**config.mk**
```make
export PLATFORM = sky130hd
export DESIGN_NAME = mvp_result_drain
export DESIGN_NICKNAME = d
export VERILOG_FILES = /design/src/rtl/mvp_pkg.sv /design/src/rtl/mvp_lane_acc.sv /design/src/rtl/mvp_result_drain.sv
export SDC_FILE = /design/constraint.sdc
export NUM_CORES = 2
export LEC_CHECK = 0
export CORE_MARGIN = 10
export CORE_UTILIZATION = 45
export CTS_CLUSTER_DIAMETER = 30
export DETAILED_ROUTE_END_ITERATION = 8
export HOLD_SLACK_MARGIN = 0.02
export PLACE_DENSITY_LB_ADDON = 0.2
export SYNTH_ARGS = -nofsm -noshare
export SYNTH_HDL_FRONTEND = slang
export SYNTH_SLANG_ARGS = --single-unit
```
**constraint.sdc**
```tcl
create_clock -name clk -period 19.9 [get_ports clk]
set_input_delay 3.98 -clock clk [delete_from_list [all_inputs] [get_ports clk]]
set_output_delay 3.98 -clock clk [all_outputs]
set_load 0.005 [all_outputs]
```
**src/rtl/mvp_pkg.sv**
```systemverilog
// Shared types and defaults for the mvp datapath and its result drain.
// lane_w() gives the width of one lane of mvp's packed popcount output.
package mvp_pkg;

    typedef enum logic {
        EMPTY,
        DRAIN
    } drain_state_t;

    localparam int N_DEF    = 32;
    localparam int ACCW_DEF = 16;
    localparam int PREC_DEF = 8;

    function automatic int lane_w(input int n);
        return $clog2(n) + 2;
    endfunction

endpackage

```
**src/rtl/mvp_lane_acc.sv**
```systemverilog
// One lane's bit-plane accumulator: acc <= (fresh ? 0 : acc << 1) +/- x.
// acc_nxt is exposed so the drain can capture a finishing vector on the same edge.
module mvp_lane_acc
    import mvp_pkg::*;
#(
    parameter int ACCW = ACCW_DEF,
    parameter int XW   = 7
) (
    input  logic            clk,
    input  logic            rst_n,
    input  logic            en,
    input  logic            fresh,
    input  logic            neg,
    input  logic [XW-1:0]   x,
    output logic [ACCW-1:0] acc,
    output logic [ACCW-1:0] acc_nxt
);

    logic signed [XW-1:0] x_s;
    logic [ACCW-1:0]      x_ext;
    logic [ACCW-1:0]      base;
    logic [ACCW-1:0]      addend;

    assign x_s     = x;
    assign x_ext   = ACCW'(x_s);
    assign base    = fresh ? '0 : {acc[ACCW-2:0], 1'b0};
    assign addend  = neg ? -x_ext : x_ext;
    assign acc_nxt = base + addend;

    // NOTE: registers update with <= so every lane samples pre-edge values together.
    always_ff @(posedge clk) begin
        if (!rst_n) begin
            acc <= '0;
        end else if (en) begin
            acc <= acc_nxt;
        end
    end

endmodule

```
**src/rtl/mvp_result_drain.sv**
```systemverilog
// Accumulates mvp's per-lane popcount planes (MSB first) into signed words and
// serialises each finished vector one lane per beat, with one vector of slack.
module mvp_result_drain
    import mvp_pkg::*;
#(
    parameter int N    = N_DEF,
    parameter int A    = $clog2(N),
    parameter int ACCW = ACCW_DEF,
    parameter int PREC = PREC_DEF
) (
    input  logic               clk,
    input  logic               rst_n,
    input  logic               s_valid,
    output logic               s_ready,
    input  logic [N*(A+2)-1:0] s_data,
    input  logic               s_neg,
    input  logic               s_last,
    output logic               m_valid,
    input  logic               m_ready,
    output logic [ACCW-1:0]    m_data,
    output logic [A-1:0]       m_lane,
    output logic               m_last,
    output logic               ovf_err
);

    localparam int             LW        = lane_w(N);
    localparam int             PCW       = $clog2(PREC + 1);
    localparam logic [A-1:0]   LAST_LANE = A'(N - 1);
    localparam logic [PCW-1:0] CNT_MAX   = PCW'(PREC - 1);

    drain_state_t    state, state_nxt;
    logic [A-1:0]    lane, lane_nxt;
    logic            pend, pend_nxt;
    logic            fresh;
    logic [PCW-1:0]  plane_cnt;
    logic            load_new, load_acc;

    logic [ACCW-1:0] acc     [N];
    logic [ACCW-1:0] acc_nxt [N];
    logic [ACCW-1:0] shadow  [N];

    logic accept, final_beat, forced, out_hs, last_hs;

    assign accept     = s_valid && s_ready;
    assign final_beat = accept && (s_last || plane_cnt == CNT_MAX);
    assign forced     = accept && !s_last && plane_cnt == CNT_MAX;
    assign out_hs     = m_valid && m_ready;
    assign last_hs    = out_hs && lane == LAST_LANE;

    genvar gi;
    generate
        for (gi = 0; gi < N; gi++) begin : g_lane
            mvp_lane_acc #(
                .ACCW (ACCW),
                .XW   (LW)
            ) u_lane_acc (
                .clk     (clk),
                .rst_n   (rst_n),
                .en      (accept),
                .fresh   (fresh),
                .neg     (s_neg),
                .x       (s_data[gi*LW +: LW]),
                .acc     (acc[gi]),
                .acc_nxt (acc_nxt[gi])
            );
        end
    endgenerate

    // NOTE: every output of this block gets a default first, so no path infers a latch.
    always_comb begin
        state_nxt = state;
        lane_nxt  = lane;
        pend_nxt  = pend;
        load_new  = 1'b0;
        load_acc  = 1'b0;
        case (state)
            EMPTY: begin
                if (final_beat) begin
                    state_nxt = DRAIN;
                    lane_nxt  = '0;
                    load_new  = 1'b1;
                end
            end
            DRAIN: begin
                if (out_hs) begin
                    lane_nxt = lane + A'(1);
                end
                if (last_hs) begin
                    lane_nxt = '0;
                    if (pend) begin
                        load_acc = 1'b1;
                        pend_nxt = 1'b0;
                    end else if (final_beat) begin
                        load_new = 1'b1;
                    end else begin
                        state_nxt = EMPTY;
                    end
                end else if (final_beat) begin
                    // Shadow is still busy: park the finished vector in acc.
                    pend_nxt = 1'b1;
                end
            end
            default: state_nxt = EMPTY;
        endcase
    end

    always_ff @(posedge clk) begin
        if (!rst_n) begin
            state     <= EMPTY;
            lane      <= '0;
            pend      <= 1'b0;
            fresh     <= 1'b1;
            plane_cnt <= '0;
            ovf_err   <= 1'b0;
        end else begin
            state <= state_nxt;
            lane  <= lane_nxt;
            pend  <= pend_nxt;
            if (accept) begin
                fresh     <= final_beat;
                plane_cnt <= final_beat ? '0 : plane_cnt + PCW'(1);
            end
            if (forced) begin
                ovf_err <= 1'b1;
            end
        end
    end

    // NOTE: shadow is reset because it drives m_data directly; leaving it unreset would expose X.
    always_ff @(posedge clk) begin
        for (int i = 0; i < N; i++) begin
            if (!rst_n) begin
                shadow[i] <= '0;
            end else if (load_new) begin
                shadow[i] <= acc_nxt[i];
            end else if (load_acc) begin
                shadow[i] <= acc[i];
            end
        end
    end

    assign s_ready = !pend;
    assign m_valid = (state == DRAIN);
    assign m_data  = shadow[lane];
    assign m_lane  = lane;
    assign m_last  = (state == DRAIN) && (lane == LAST_LANE);

endmodule

```
==> impl_metrics.ini <==
[floorplan]
die_x_microns = 420.4
start_util_pct = 45.39
dieArea_sq_um = 176700
ios = 255
die_h_microns = 420.4
fp-row-count = 146
core_sq_um = 158900

[worst_setup_path]
max_stage_delay_ns = 1.09
cp_cell_sequence = buf_4 -> mux4_2 -> mux4_2 -> mux2_2 -> clkdlybuf4s50_1
critPathArrivalTime_ns = 4.99
critPathMaxFanout = 65
required_ns = 15.92
cp-end-kind = output pin
critPathTopFamily = multiplexers
cp_slowest_cell = dfxtp_4
rr_endpoint = shadow[27][15]
start_kind = flip-flop
cp_common_cell = mux4_2
crit_cells = 5
ff2ff_setup_slack_ns = 14.85
worstSetupEndpoint = m_data[7]
cp_num_buf_inv = 2
setup.worst_path.class = reg -> out
worstRegToRegCells = 12
r2r_start = fresh

[place]
gp_congestion = 0.9314
hpwl_microns = 154100
placed_cell_area_sq_um = 76200
io_buffers = 254

[clocking]
cts_buffers = 290
cts_root_buffer = clkbuf_16
clock_sinks = 1042
post_cts_buffers = 0
cts_resized = 0
ctsHoldBuffers = 0
htree_num_levels = 5
clk_pin_slew_ns = 0.04
clkLatencyLatePin_ns = 0.91
clockBufferDepth = 4
cts_tree = built

[sta]
setup_viol = 0
slew_headroom_pct = 7.568
rsz0062_at_grt = false
fmax_ghz = 0.1115
min_period_ns = 8.970
setup_tns_ns = 0
whs_ns = 0.4601
slew_viol_final = 0
fin_crit_sh_pct = 45.08
clock_skew_ns = 0.07831
hold_viol = 0
tightest_slew_ns = 1.386

[global_route]
grt-ovfl-total = 0
grt_pass1_wl_microns = 352300
grt_pass1_vias = 60190
grt_max_degree = 184
antenna_found_initial = 15
grt_usage_pct = 25.22

[yosys]
ys_ff_latch = 1042
synth_common_cells = nand2_1, o21ai_0, a21oi_1
synth_cell_types = 83
syn-num-nets = 8891
yosys_most_used_dff = dfxtp_1
synth-seq-area-share_pct = 36.02
syn_area_sq_um = 72140
ys_async_sr_fraction_pct = 0
netlist_instances = 8082
synth_area_leaders = edfxtp_1, dfxtp_1, ha_1
ys_warn_count = 0
synth_edf_count = 512
synth.top_cell.area_share_pct = 21.31
synth_most_common_cell = nand2_1
yosys.area.top_type = edfxtp_1
synth_area_per_cell_sq_um = 8.926

[finish]
final_util_pct = 54.14
nets = 9050
fillers = 13960
drive_above_1_share_pct = 8.892
syn_to_final_growth_pct = 19.28
finalInstanceArea_sq_um = 86050

[power]
peakVddDrop_mv = 0.07037
cellPowerDensity_nw_per_um2 = 96.84
p_leak_nw = 33.75

[detailed_routing]
num_vias = 62400
routed_wl_microns = 230900
first_pass_iters = 6
avgViaCountPerCell = 5.924
wl_per_cell_microns = 21.92
remaining_drc_errors = 0
drt_iter0_drc = 5521
ant_nets = 0

[outcome]
outcome = finished clean

[worst_hold_path]
hp-class = reg -> reg

[run]
cap_violations = 0
==> flip-flops by register name (all words and copies together) (netlist names), named ones only <==
signal / cells
g_lane.u_lane_acc.acc: 512
shadow: 512
m_lane: 5
plane_cnt: 4
fresh: 1
m_valid: 1
ovf_err: 1
pend: 1
==> final cells by class <==
class                      instances  area, sq um  share of cell area, %
multi-input combinational       6352        43600                  50.67
sequential                      1042        26000                  30.21
clock buffer                     339         7637                  8.875
timing repair buffer             313         3094                  3.596
tap                             2072         2592                  3.013
clock inverter                   169         2200                  2.556
inverter                         242        918.4                  1.067
antenna                            4        10.01                0.01163
==> where the power goes <==
group | switching, mW | internal, mW | total (mW)
Sequential | 0.104 | 2.43 | 2.54
Clock | 1.41 | 3.31 | 4.72
Combinational | 0.653 | 0.422 | 1.07
==> placed cells by master, fill, tap and decap left out, drive strengths merged, types with 146 or more instances in the layout <==
cell type / n
nor2: 351
edfxtp: 512
mux4: 160
a22o: 252
inv: 252
clkbuf: 340
clkdlybuf4s50: 252
nand2: 1277
dfxtp: 530
a21oi: 623
xor2: 166
o21ai: 686
nand3: 146
xnor2: 361
ha: 547
nor2b: 519
==> worst min path at each step <==
| stage | startpoint | end | slack, ns | cells past startpoint |
|---|---|---|---|---|
| detailed placement | g_lane[16].u_lane_acc.acc[0] | g_lane[16].u_lane_acc.acc[0] | 0.46 | 2 |
| floorplan | g_lane[10].u_lane_acc.acc[15] | g_lane[10].u_lane_acc.acc[15] | 0.44 | 2 |
| finish | g_lane[10].u_lane_acc.acc[15] | g_lane[10].u_lane_acc.acc[15] | 0.46 | 2 |
| global placement | g_lane[3].u_lane_acc.acc[15] | g_lane[3].u_lane_acc.acc[15] | 0.45 | 2 |
| CTS | g_lane[16].u_lane_acc.acc[0] | g_lane[16].u_lane_acc.acc[0] | 0.46 | 2 |
| global route | g_lane[8].u_lane_acc.acc[10] | g_lane[8].u_lane_acc.acc[10] | 0.48 | 2 |
==> cells by family (layout without fill, tap and decap cells) <==
| family | Yosys count | in the layout | share of synthesized area (%) |
|---|---|---|---|
| buf+inv | 688 | 1063 | 3.607 |
| compound gates | 2305 | 2305 | 20.22 |
| xor+xnor | 527 | 527 | 6.398 |
| fa+ha+maj | 579 | 579 | 10.37 |
| simple gates | 2757 | 2757 | 18.03 |
| flops | 1042 | 1042 | 36.02 |
| other cells | 0 | 4 | 0 |
| mux | 184 | 184 | 5.356 |
==> layer usage <==
layer / track usage (%) / up-vias / wire length [microns]
met5: 0 / - / 96
met4: 11.58 / 16 / 10530
met3: 5.411 / 485 / 18300
met2: 39.00 / 2186 / 101900
met1: 33.66 / 30050 / 100100
li1: - / 29660 / -
==> tightest hold or removal path: stages, from the launching register on <==
cell       delay [ns]
dfxtp_1          0.30
nand2_1          0.05
o2bb2ai_1        0.06
==> through the flow <==
step	instances	setup slack [ns]	total power, mW
2_1_floorplan	8082	4.066	3.285
3_3_place_gp	10020	11.33	3.599
3_5_place_dp	10020	11.26	3.624
4_1_cts	10530	11.00	8.368
5_1_grt	10530	10.89	8.612
6_report	10530	10.93	8.333
(Power assumes the default switching activity.)
